## src/rtl/uart_ctrl_fifo_if.sv

```systemverilog
// Host register bus: single-cycle write/read strobes, shared address, registered read data.
interface uart_ctrl_fifo_if #(
    parameter int DATA_W = 8
);
    logic              wr_en;
    logic              rd_en;
    logic [2:0]        addr;
    logic [DATA_W-1:0] wdata;
    logic [DATA_W-1:0] rdata;

    modport master (output wr_en, rd_en, addr, wdata, input rdata);
    modport slave  (input wr_en, rd_en, addr, wdata, output rdata);
endinterface

```

## src/rtl/uart_ctrl_fifo.sv

```systemverilog
// Register-mapped UART controller: clocked config registers, TX/RX FIFOs,
// a TX handshake FSM, sticky overflow flags and a registered interrupt.
module uart_ctrl_fifo #(
    parameter int DATA_W   = 8,
    parameter int TX_DEPTH = 8,
    parameter int RX_DEPTH = 8
) (
    input  logic              clk,
    input  logic              rst_n,
    uart_ctrl_fifo_if.slave   bus,
    output logic              irq,
    output logic [1:0]        baud_rate,
    output logic [1:0]        parity_type,
    output logic [3:0]        frame_length,
    output logic              stop_bit_type,
    output logic [DATA_W-1:0] tx_data,
    output logic              tx_enable,
    input  logic              tx_done,
    output logic              rx_enable,
    input  logic [DATA_W-1:0] rx_data,
    input  logic              rx_done
);
    localparam int TX_AW = $clog2(TX_DEPTH);
    localparam int RX_AW = $clog2(RX_DEPTH);
    localparam logic [TX_AW:0] TX_CNT_FULL = TX_DEPTH[TX_AW:0];
    localparam logic [RX_AW:0] RX_CNT_FULL = RX_DEPTH[RX_AW:0];

    typedef enum logic [1:0] {S_IDLE, S_SEND, S_GAP} tx_state_e;

    tx_state_e         state_q, state_d;
    logic [1:0]        baud_q, parity_q;
    logic [3:0]        flen_q;
    logic              stop_q;
    logic [3:0]        ctrl_q;          // {tx_irq_en, rx_irq_en, rx_en, tx_en}
    logic              tx_ovf_q, rx_ovf_q;
    logic [DATA_W-1:0] tx_data_q, rdata_q;
    logic              irq_q, rx_done_q;

    logic [DATA_W-1:0] tx_mem [TX_DEPTH];
    logic [DATA_W-1:0] rx_mem [RX_DEPTH];
    logic [TX_AW-1:0]  tx_wp_q, tx_rp_q;
    logic [TX_AW:0]    tx_cnt_q;
    logic [RX_AW-1:0]  rx_wp_q, rx_rp_q;
    logic [RX_AW:0]    rx_cnt_q;

    logic [7:0]        wdata8;
    logic              tx_busy, tx_empty, tx_full, rx_empty, rx_full;
    logic              tx_pop, tx_push_req, tx_push, tx_flush;
    logic              rx_pop, rx_push_req, rx_push, rx_flush;
    logic              cfg_wr, ctrl_wr, stat_wr, flen_ok;
    logic [6:0]        status;
    logic [DATA_W-1:0] rd_val;

    assign wdata8   = 8'(bus.wdata);
    assign tx_busy  = (state_q != S_IDLE);
    assign tx_empty = (tx_cnt_q == '0);
    assign tx_full  = (tx_cnt_q == TX_CNT_FULL);
    assign rx_empty = (rx_cnt_q == '0);
    assign rx_full  = (rx_cnt_q == RX_CNT_FULL);
    assign status   = {rx_ovf_q, tx_ovf_q, rx_full, rx_empty, tx_full, tx_empty, tx_busy};

    // Config is frozen while a frame is in flight or the receiver is listening.
    assign cfg_wr   = bus.wr_en && !bus.addr[2] && !tx_busy && !ctrl_q[1];
    assign ctrl_wr  = bus.wr_en && (bus.addr == 3'd7);
    assign stat_wr  = bus.wr_en && (bus.addr == 3'd6);
    assign flen_ok  = (wdata8 >= 8'd5) && (wdata8 <= 8'(DATA_W));

    assign tx_push_req = bus.wr_en && (bus.addr == 3'd4);
    assign tx_push     = tx_push_req && (!tx_full || tx_pop);
    assign tx_flush    = ctrl_wr && wdata8[4];
    assign rx_pop      = bus.rd_en && (bus.addr == 3'd5) && !rx_empty;
    assign rx_push_req = rx_done && !rx_done_q && ctrl_q[1];
    assign rx_push     = rx_push_req && (!rx_full || rx_pop);
    assign rx_flush    = ctrl_wr && wdata8[5];

    always_comb begin
        state_d = state_q;
        tx_pop  = 1'b0;
        unique case (state_q)
            S_IDLE: begin
                if (ctrl_q[0] && !tx_empty && !tx_done) begin
                    tx_pop  = 1'b1;
                    state_d = S_SEND;
                end
            end
            S_SEND:  if (tx_done) state_d = S_GAP;
            S_GAP:   state_d = S_IDLE;
            default: state_d = S_IDLE;
        endcase
    end

    always_comb begin
        rd_val = '0;
        case (bus.addr)
            3'd0: rd_val = DATA_W'(baud_q);
            3'd1: rd_val = DATA_W'(parity_q);
            3'd2: rd_val = DATA_W'(flen_q);
            3'd3: rd_val = DATA_W'(stop_q);
            3'd4: rd_val = '0;
            3'd5: if (!rx_empty) rd_val = rx_mem[rx_rp_q];
            3'd6: rd_val = DATA_W'(status);
            default: rd_val = DATA_W'(ctrl_q);
        endcase
    end

    always_ff @(posedge clk) begin
        if (tx_push) tx_mem[tx_wp_q] <= bus.wdata;
        if (rx_push) rx_mem[rx_wp_q] <= rx_data;
    end

    always_ff @(posedge clk or negedge rst_n) begin
        if (!rst_n) begin
            tx_wp_q  <= '0;
            tx_rp_q  <= '0;
            tx_cnt_q <= '0;
            rx_wp_q  <= '0;
            rx_rp_q  <= '0;
            rx_cnt_q <= '0;
        end else begin
            if (tx_flush) begin
                tx_wp_q  <= '0;
                tx_rp_q  <= '0;
                tx_cnt_q <= '0;
            end else begin
                if (tx_push) tx_wp_q <= tx_wp_q + TX_AW'(1);
                if (tx_pop)  tx_rp_q <= tx_rp_q + TX_AW'(1);
                if (tx_push && !tx_pop)      tx_cnt_q <= tx_cnt_q + (TX_AW+1)'(1);
                else if (tx_pop && !tx_push) tx_cnt_q <= tx_cnt_q - (TX_AW+1)'(1);
            end
            if (rx_flush) begin
                rx_wp_q  <= '0;
                rx_rp_q  <= '0;
                rx_cnt_q <= '0;
            end else begin
                if (rx_push) rx_wp_q <= rx_wp_q + RX_AW'(1);
                if (rx_pop)  rx_rp_q <= rx_rp_q + RX_AW'(1);
                if (rx_push && !rx_pop)      rx_cnt_q <= rx_cnt_q + (RX_AW+1)'(1);
                else if (rx_pop && !rx_push) rx_cnt_q <= rx_cnt_q - (RX_AW+1)'(1);
            end
        end
    end

    always_ff @(posedge clk or negedge rst_n) begin
        if (!rst_n) begin
            state_q   <= S_IDLE;
            baud_q    <= 2'b11;
            parity_q  <= 2'b01;
            flen_q    <= 4'd5;
            stop_q    <= 1'b0;
            ctrl_q    <= '0;
            tx_ovf_q  <= 1'b0;
            rx_ovf_q  <= 1'b0;
            tx_data_q <= '0;
            rdata_q   <= '0;
            irq_q     <= 1'b0;
            rx_done_q <= 1'b0;
        end else begin
            state_q   <= state_d;
            rx_done_q <= rx_done;
            irq_q     <= (ctrl_q[2] && !rx_empty) || (ctrl_q[3] && tx_empty && !tx_busy)
                         || tx_ovf_q || rx_ovf_q;
            if (tx_pop)    tx_data_q <= tx_mem[tx_rp_q];
            if (bus.rd_en) rdata_q   <= rd_val;
            if (cfg_wr) begin
                case (bus.addr)
                    3'd0:    baud_q   <= wdata8[1:0];
                    3'd1:    parity_q <= wdata8[1:0];
                    3'd2:    if (flen_ok) flen_q <= wdata8[3:0];
                    default: stop_q   <= wdata8[0];
                endcase
            end
            if (ctrl_wr) ctrl_q <= wdata8[3:0];
            // A new overflow in the same cycle as a clear wins, so no event is lost.
            if (stat_wr && wdata8[5]) tx_ovf_q <= 1'b0;
            if (stat_wr && wdata8[6]) rx_ovf_q <= 1'b0;
            if (tx_push_req && !tx_push) tx_ovf_q <= 1'b1;
            if (rx_push_req && !rx_push) rx_ovf_q <= 1'b1;
        end
    end

    assign bus.rdata     = rdata_q;
    assign irq           = irq_q;
    assign baud_rate     = baud_q;
    assign parity_type   = parity_q;
    assign frame_length  = flen_q;
    assign stop_bit_type = stop_q;
    assign tx_data       = tx_data_q;
    assign tx_enable     = (state_q == S_SEND);
    assign rx_enable     = ctrl_q[1];
endmodule

```

## src/flat_wrapper.sv

```systemverilog
// flat-port wrapper written by rule: the top's interface ports become plain ports
module uart_ctrl_fifo_flat 
#(
    parameter int DATA_W   = 8,
    parameter int TX_DEPTH = 8,
    parameter int RX_DEPTH = 8
)
  (clk, rst_n, irq, baud_rate, parity_type, frame_length, stop_bit_type, tx_data, tx_enable, tx_done, rx_enable, rx_data, rx_done, bus_wr_en, bus_rd_en, bus_addr, bus_wdata, bus_rdata);
  uart_ctrl_fifo_if #(.DATA_W(DATA_W)) bus_i ();
  input  logic clk;
  input  logic rst_n;
  output logic irq;
  output logic [1:0] baud_rate;
  output logic [1:0] parity_type;
  output logic [3:0] frame_length;
  output logic stop_bit_type;
  output logic [DATA_W-1:0] tx_data;
  output logic tx_enable;
  input  logic tx_done;
  output logic rx_enable;
  input  logic [DATA_W-1:0] rx_data;
  input  logic rx_done;
  input wire logic [$bits(bus_i.wr_en)-1:0] bus_wr_en;
  input wire logic [$bits(bus_i.rd_en)-1:0] bus_rd_en;
  input wire logic [$bits(bus_i.addr)-1:0] bus_addr;
  input wire logic [$bits(bus_i.wdata)-1:0] bus_wdata;
  output wire logic [$bits(bus_i.rdata)-1:0] bus_rdata;
  assign bus_i.wr_en = bus_wr_en;
  assign bus_i.rd_en = bus_rd_en;
  assign bus_i.addr = bus_addr;
  assign bus_i.wdata = bus_wdata;
  assign bus_rdata = bus_i.rdata;
  uart_ctrl_fifo #(.DATA_W(DATA_W), .TX_DEPTH(TX_DEPTH), .RX_DEPTH(RX_DEPTH)) u_core (.clk(clk), .rst_n(rst_n), .bus(bus_i), .irq(irq), .baud_rate(baud_rate), .parity_type(parity_type), .frame_length(frame_length), .stop_bit_type(stop_bit_type), .tx_data(tx_data), .tx_enable(tx_enable), .tx_done(tx_done), .rx_enable(rx_enable), .rx_data(rx_data), .rx_done(rx_done));
endmodule
```

## config.mk

```make
export PLATFORM = sky130hd
export DESIGN_NAME = uart_ctrl_fifo_flat
export DESIGN_NICKNAME = d
export VERILOG_FILES = /design/src/rtl/uart_ctrl_fifo_if.sv /design/src/rtl/uart_ctrl_fifo.sv /design/src/flat_wrapper.sv
export SDC_FILE = /design/constraint.sdc
export NUM_CORES = 1
export LEC_CHECK = 0
export BUFFER_PORTS_ARGS = -buffer_cell sky130_fd_sc_hd__buf_2
export CORE_MARGIN = 2
export CORE_UTILIZATION = 33
export DETAILED_ROUTE_END_ITERATION = 12
export GPL_ROUTABILITY_DRIVEN = 0
export GPL_TIMING_DRIVEN = 0
export PLACE_DENSITY = 0.47
export RECOVER_POWER = 25
export SETUP_SLACK_MARGIN = 0.3
export SYNTH_ARGS = -nofsm -noshare
export SYNTH_HDL_FRONTEND = slang
export SYNTH_SLANG_ARGS = --single-unit
```

## constraint.sdc

```tcl
create_clock -name clk -period 3.1 [get_ports clk]
set_input_delay 0.465 -clock clk [delete_from_list [all_inputs] [get_ports clk]]
set_output_delay 0.465 -clock clk [all_outputs]
set_load 0.01 [all_outputs]
```

* Word-level counts from Yosys, hierarchy flattened
Memory sizes are Yosys's and may differ from the RTL's. A register that Yosys moved wholly into a read port is not among the register bits.
Index checks and enable logic that the tools add are counted.
** Cells by class
- $add $sub $neg :: 8
- Magnitude comparators :: 2
- Equality and inequality tests :: 12
- Muxes and demuxes :: 29
- Bitwise operators :: 1
- Reductions and logical operators :: 66
** Operator list (number)
- 8-bit one-hot mux with 7 select lines :: 1
- 1-bit logical AND :: 28
- 3-bit 2-to-1 mux :: 8
- 4-bit 2-to-1 mux :: 6
- 1-bit logical NOT :: 14
- 2-bit nonzero test :: 7
- 3-bit by 1-bit adder with 3-bit output, second input constant :: 4
- 3-bit == test, second input constant :: 4
- 1-bit 2-to-1 mux :: 10
- 4-bit by 1-bit adder with 4-bit output, second input constant :: 2
- 4-bit == test, second input constant :: 2
- 8-bit by 3-bit greater-or-equal comparator with 1-bit output, second input constant :: 1
- 8-bit by 4-bit less-or-equal comparator with 1-bit output, second input constant :: 1
- 4-bit logical NOT :: 2
- 8-bit 2-to-1 mux :: 1
- 2-bit AND reduction :: 4
- 4-bit by 1-bit subtractor with 4-bit output, second input constant :: 2
- 3-bit by 2-bit == test with 1-bit output, second input constant :: 2
- 3-bit nonzero test :: 2
- 1-bit logical OR :: 5
- 2-bit 2-to-1 mux :: 2
- 2-bit by 1-bit inequality test with 1-bit output, second input constant :: 2
- 2-bit one-hot mux with 2 select lines :: 1
- 3-bit by 1-bit == test with 1-bit output, second input constant :: 1
- 6 further kinds :: 6
** Storage, ports and cells
- Register bits :: 47
- RAM bits :: 128
- Output and inout port bits :: 28
- Word-level logic and storage cells :: 137
- Memories :: 2
** Memories
- u_core.rx_mem :: words 8, bits a word 8, rd ports 1, clocked after memory_dff 0, wr ports 1, line uart_ctrl_fifo.sv:40 : logic [DATA_W-1:0] rx_mem [RX_DEPTH];
- u_core.tx_mem :: words 8, bits a word 8, rd ports 1, clocked after memory_dff 1, wr ports 1, line uart_ctrl_fifo.sv:39 : logic [DATA_W-1:0] tx_mem [TX_DEPTH];

* Longest topological paths before layout
- Word-level depth :: 13
- Depth in mapped cells :: 11
- Mapped depth without buffers :: 10

* Least setup slack after synthesis
OpenSTA, ideal clock, no wires.
- Path type :: in2reg
- Start :: input port tx_done
- End :: register u_core.tx_cnt_q[3]
- Library setup time :: 0.079 ns
- Arrival time :: 2.695 ns
- Path slack :: 0.325 ns
- Stages :: 10
- Cells stage by stage :: nor4b_1 nand2_1 clkbuf_1 ha_1 inv_1 ha_1 a21o_1 a21oi_1 mux2i_1 mux2i_1
** Between the ends
- Word-level cells in the longest chain between the ends :: 9
- Elaborated cells on any way between the ends :: 13
- Classes of those cells :: mux: 4; reduce/logical: 9
** RTL lines
- start: declaration :: line flat_wrapper.sv:19 : input logic tx_done;
- 1-bit logical NOT (*) :: line uart_ctrl_fifo.sv:81 : if (ctrl_q[0] && !tx_empty && !tx_done) begin
- 1-bit logical AND (*) :: line uart_ctrl_fifo.sv:81
- 1-bit 2-to-1 mux (*) :: line uart_ctrl_fifo.sv:81
- 1-bit 2-to-1 mux (*) :: line uart_ctrl_fifo.sv:79 : unique case (state_q)
- 1-bit logical OR :: line uart_ctrl_fifo.sv:69 : assign tx_push = tx_push_req && (!tx_full || tx_pop);
- 1-bit logical AND :: line uart_ctrl_fifo.sv:69
- 1-bit logical AND or 1-bit logical NOT (tied branches) :: line uart_ctrl_fifo.sv:127, uart_ctrl_fifo.sv:128
- 4-bit 2-to-1 mux or 1-bit logical AND (tied branches) :: line uart_ctrl_fifo.sv:127, uart_ctrl_fifo.sv:128
- 4-bit 2-to-1 mux or 3-bit nonzero test (tied branches)
- end signal: assignment :: line uart_ctrl_fifo.sv:127 : if (tx_push && !tx_pop) tx_cnt_q <= tx_cnt_q + (TX_AW+1)'(1);
- end signal: assignment :: line uart_ctrl_fifo.sv:128 : else if (tx_pop && !tx_push) tx_cnt_q <= tx_cnt_q - (TX_AW+1)'(1);
- end: declaration :: line uart_ctrl_fifo.sv:42 : logic [TX_AW:0] tx_cnt_q;
Mark *: on every way between the ends. The rest lies on a longest branch, timed or not.
A chain may end at the register's enable or synchronous reset.

* Final worst setup path
- Start :: register u_core.tx_cnt_q[0]
- End :: register u_core.tx_cnt_q[3]
** Between the ends
- Word-level cells in the longest chain between the ends :: 11
- Elaborated cells on any way between the ends :: 20
- Classes of those cells :: add/sub: 2; eq/ne: 1; mux: 5; reduce/logical: 12
** RTL lines
- 4-bit logical NOT :: line uart_ctrl_fifo.sv:56 : assign tx_empty = (tx_cnt_q == '0);
- 1-bit logical NOT :: line uart_ctrl_fifo.sv:81
- 1-bit logical AND (2 in series) :: line uart_ctrl_fifo.sv:81
- 1-bit 2-to-1 mux :: line uart_ctrl_fifo.sv:81
- 1-bit 2-to-1 mux :: line uart_ctrl_fifo.sv:79
- 1-bit logical OR :: line uart_ctrl_fifo.sv:69
- 1-bit logical AND :: line uart_ctrl_fifo.sv:69
- 1-bit logical AND or 1-bit logical NOT (tied branches) :: line uart_ctrl_fifo.sv:127, uart_ctrl_fifo.sv:128
- 4-bit 2-to-1 mux or 1-bit logical AND (tied branches) :: line uart_ctrl_fifo.sv:127, uart_ctrl_fifo.sv:128
- 4-bit 2-to-1 mux or 3-bit nonzero test (tied branches)
Several ways; a longest one is shown, not always the timed one. The select of a mux whose other input is x is not followed.

==> run metrics <==
GR Util met3=0.0407; Distinct cells, synth=53; Required @ worst endpoint=3460 ps; number of antenna violations at the first check in global routing=0; maximum vdd ir drop=378 uV; number of buffers between clock root and the deepest sink=2; Filler cells=2229; number of buffers created by CTS=17; final setup violation count=0; top-level I/O count=53; diode insertion count for antenna repair=0; Hold WS=92.8 ps; Largest stage delay, worst path=590 ps; Die Span Y=157 um; Top Family by Delay on Critical Path=simple AND/OR/NAND/NOR gates; critical-path cell list=or4b_4, o21ai_4, inv_2, ha_2, inv_1, ha_1, a21o_1, a21oi_2, mux2i_1, mux2i_1; via count=4433; Bufs and invs on worst path=2; Final Hold Violating Endpoints=0; CTS tree=done; element type at the critical path end=flip-flop; DIE AREA=24700 um2; drc violations=0; count of max-cap constraint violations=0; WS Path Type=reg -> reg; area grow syn2layout=18.5%; detailed-placement wirelength estimate=12000 um; number of port buffers=50; count of clock tree sinks=183; pin count of the biggest net entering global routing=56; synthesized net count=533; fraction of layout instances using a drive strength above 1=0.278; fraction of registers with async set or reset after synthesis=0.301; clock latency at the later pin of the worst-skew pair=440 ps; final net count=607; static leakage=3.29 nW; residual overflow from global routing=0; Crit path arrival time=3080 ps; final total negative setup slack=0 ps; most used cell, CP=mux2i_1; dominant synthesized flop cell=edfxtp_1; crit path max-delay cell type=or4b_4; Total Routed Length=17900 um; maximum net fanout on the critical path=5; Worst Clk Skew=14.3 ps; DRT antenna net count=0; EDFF count, synth=128; Mapped Cells=496; area leader, netlist=edfxtp_1; normalized max-slew margin=0.307; post-route design area=9180 um2; type of origin of the critical path=flip-flop; Ys Warns=0; met1 GRT Util=0.195; Tcrit/Tclk final=0.879; Post-DP Area=8450 um2; path type of the worst min-delay path=in -> async; cell types with the highest counts after synthesis=edfxtp_1, dfrtp_1, nand2_1, nor2_1, mux4_2; vias in the first global route=4522; core area=23300 um2; global route hottest layer=met2; footprint of the multi-input gates=2480 um2; average via count per standard cell=4.91; GR Layer Usage met2=0.256; First DRT Iteration DRCs=253; initial core utilization=0.333; min cycle time layout=2730 ps; Synth Register Bits=183; per-instance average area after synthesis=15.6 um2; largest cells by area after synthesis=edfxtp_1, dfrtp_1, mux4_2; fraction of the yosys area taken by sequential cells=0.675; first-pass GRT wire length=27100 um; achievable frequency=367 MHz; max-slew violations=0; status=complete, no violations; Cell Rows=56; register area=5230 um2; H-Tree Depth=4; setup repair after global routing missed its margin=yes; mapped cell area=7740 um2; CTS Root Buffer Type=clkbuf_16; area share of the leading cell type in the synthesized netlist=0.496; number of optimization iterations in the first detailed-route pass=4; hold buffer count at cts=0; power density of the placed cells=798 nW/um2; Worst Tran Pin Value=1040 ps; global routing usage summed across all routing layers=0.152; most common cell in the netlist=edfxtp_1; Routed wire per std cell=19.9 um; Clock Pin Slew Worst Setup and Hold Paths=80 ps; Die Width=157 um
state kept, by name, summed over array words and instances, names as in the netlist:
signal,flops
u_core.rx_rp_q,3
u_core.tx_mem,64
u_core.frame_length,4
u_core.tx_wp_q,3
u_core.parity_type,2
u_core.tx_rp_q,3
u_core.ctrl_q,4
u_core.tx_data,8
u_core.tx_cnt_q,4
u_core.state_q,2
u_core.bus.rdata,8
u_core.baud_rate,2
u_core.rx_ovf_q,1
u_core.rx_done_q,1
u_core.rx_wp_q,3
u_core.rx_cnt_q,4
u_core.stop_bit_type,1
u_core.tx_ovf_q,1
u_core.rx_mem,64
u_core.irq,1
layer usage:
| layer | vias to the layer above | wire, um |
|---|---|---|
| met1 | 2304 | 8020 |
| met4 | 0 | 164 |
| met2 | 73 | 8930 |
| li1 | 2046 | - |
| met3 | 10 | 820 |
| met5 | - | 0 |
final cells by class:
| class | count | area share |
|---|---|---|
| clock inverter | 15 | 0.0214 |
| multi-input combinational | 274 | 0.270 |
| sequential | 183 | 0.570 |
| inverter | 13 | 0.00532 |
| clock buffer | 17 | 0.0463 |
| timing repair buffer | 55 | 0.0304 |
| buffer | 26 | 0.0129 |
| tap | 319 | 0.0435 |
cell families after synthesis:
logic type      count (synthesis)  synth area share
buf+inv                        39            0.0207
mux                            69             0.143
xor+xnor                        8           0.00905
compound gates                 51            0.0427
simple gates                  134            0.0881
fa+ha+maj                      12            0.0213
flops                         183             0.675
where the power goes:
group / total [W] / internal [W] / switching, W
Combinational: 0.00193 / 0.000902 / 0.00103
Clock: 0.00221 / 0.00111 / 0.00110
Sequential: 0.00318 / 0.00292 / 0.000260
Total: 0.00732 / 0.00493 / 0.00239
timing repair:
action	CTS	global route
setup buffers	1	2
pin swaps	1	3
endpoints found under the setup margin	69	2
gates resized for setup	11	14
stage by stage:
stage          cells  power, W  utilization  worst slack (ps)
2_1_floorplan    496   0.00445            -               325
3_3_place_gp     865   0.00503        0.361              -487
3_5_place_dp     867   0.00510        0.363              -494
4_1_cts          900   0.00735        0.392               209
5_1_grt          902   0.00774        0.395               256
6_report         902   0.00732        0.395               375
worst register-to-register path, cell delays in order (launching register included):
cell,delay (ps)
dfrtp_2,450
or4b_4,590
o21ai_4,200
inv_2,90
ha_2,200
inv_1,100
ha_1,230
a21o_1,190
a21oi_2,150
mux2i_1,260
mux2i_1,200
cells in the final DEF (no fill, tap or decap), types with 15 or more instances in the layout:
cell,Yosys,final
edfxtp_1,128,128
dfrtp_1,50,46
buf_2,5,39
nor2_1,37,37
nand2_1,37,36
mux4_2,32,32
clkbuf_1,13,27
mux2i_1,22,22
clkbuf_16,0,17
mux2_2,15,15
worst paths after layout:
kind,slack (ps),endpoint,from,cells past startpoint
max,370,u_core.tx_cnt_q[3],u_core.tx_cnt_q[0],10
min,90,u_core.tx_cnt_q[1],rst_n,1
max reg2reg,370,u_core.tx_cnt_q[3],u_core.tx_cnt_q[0],10
min reg2reg,480,u_core.tx_data[4],u_core.tx_data[4],2
max in group asynchronous,2500,u_core.rx_cnt_q[0],rst_n,1
min in group clk,150,u_core.rx_done_q,rx_done,1
Power figures use the tool's default switching activity.
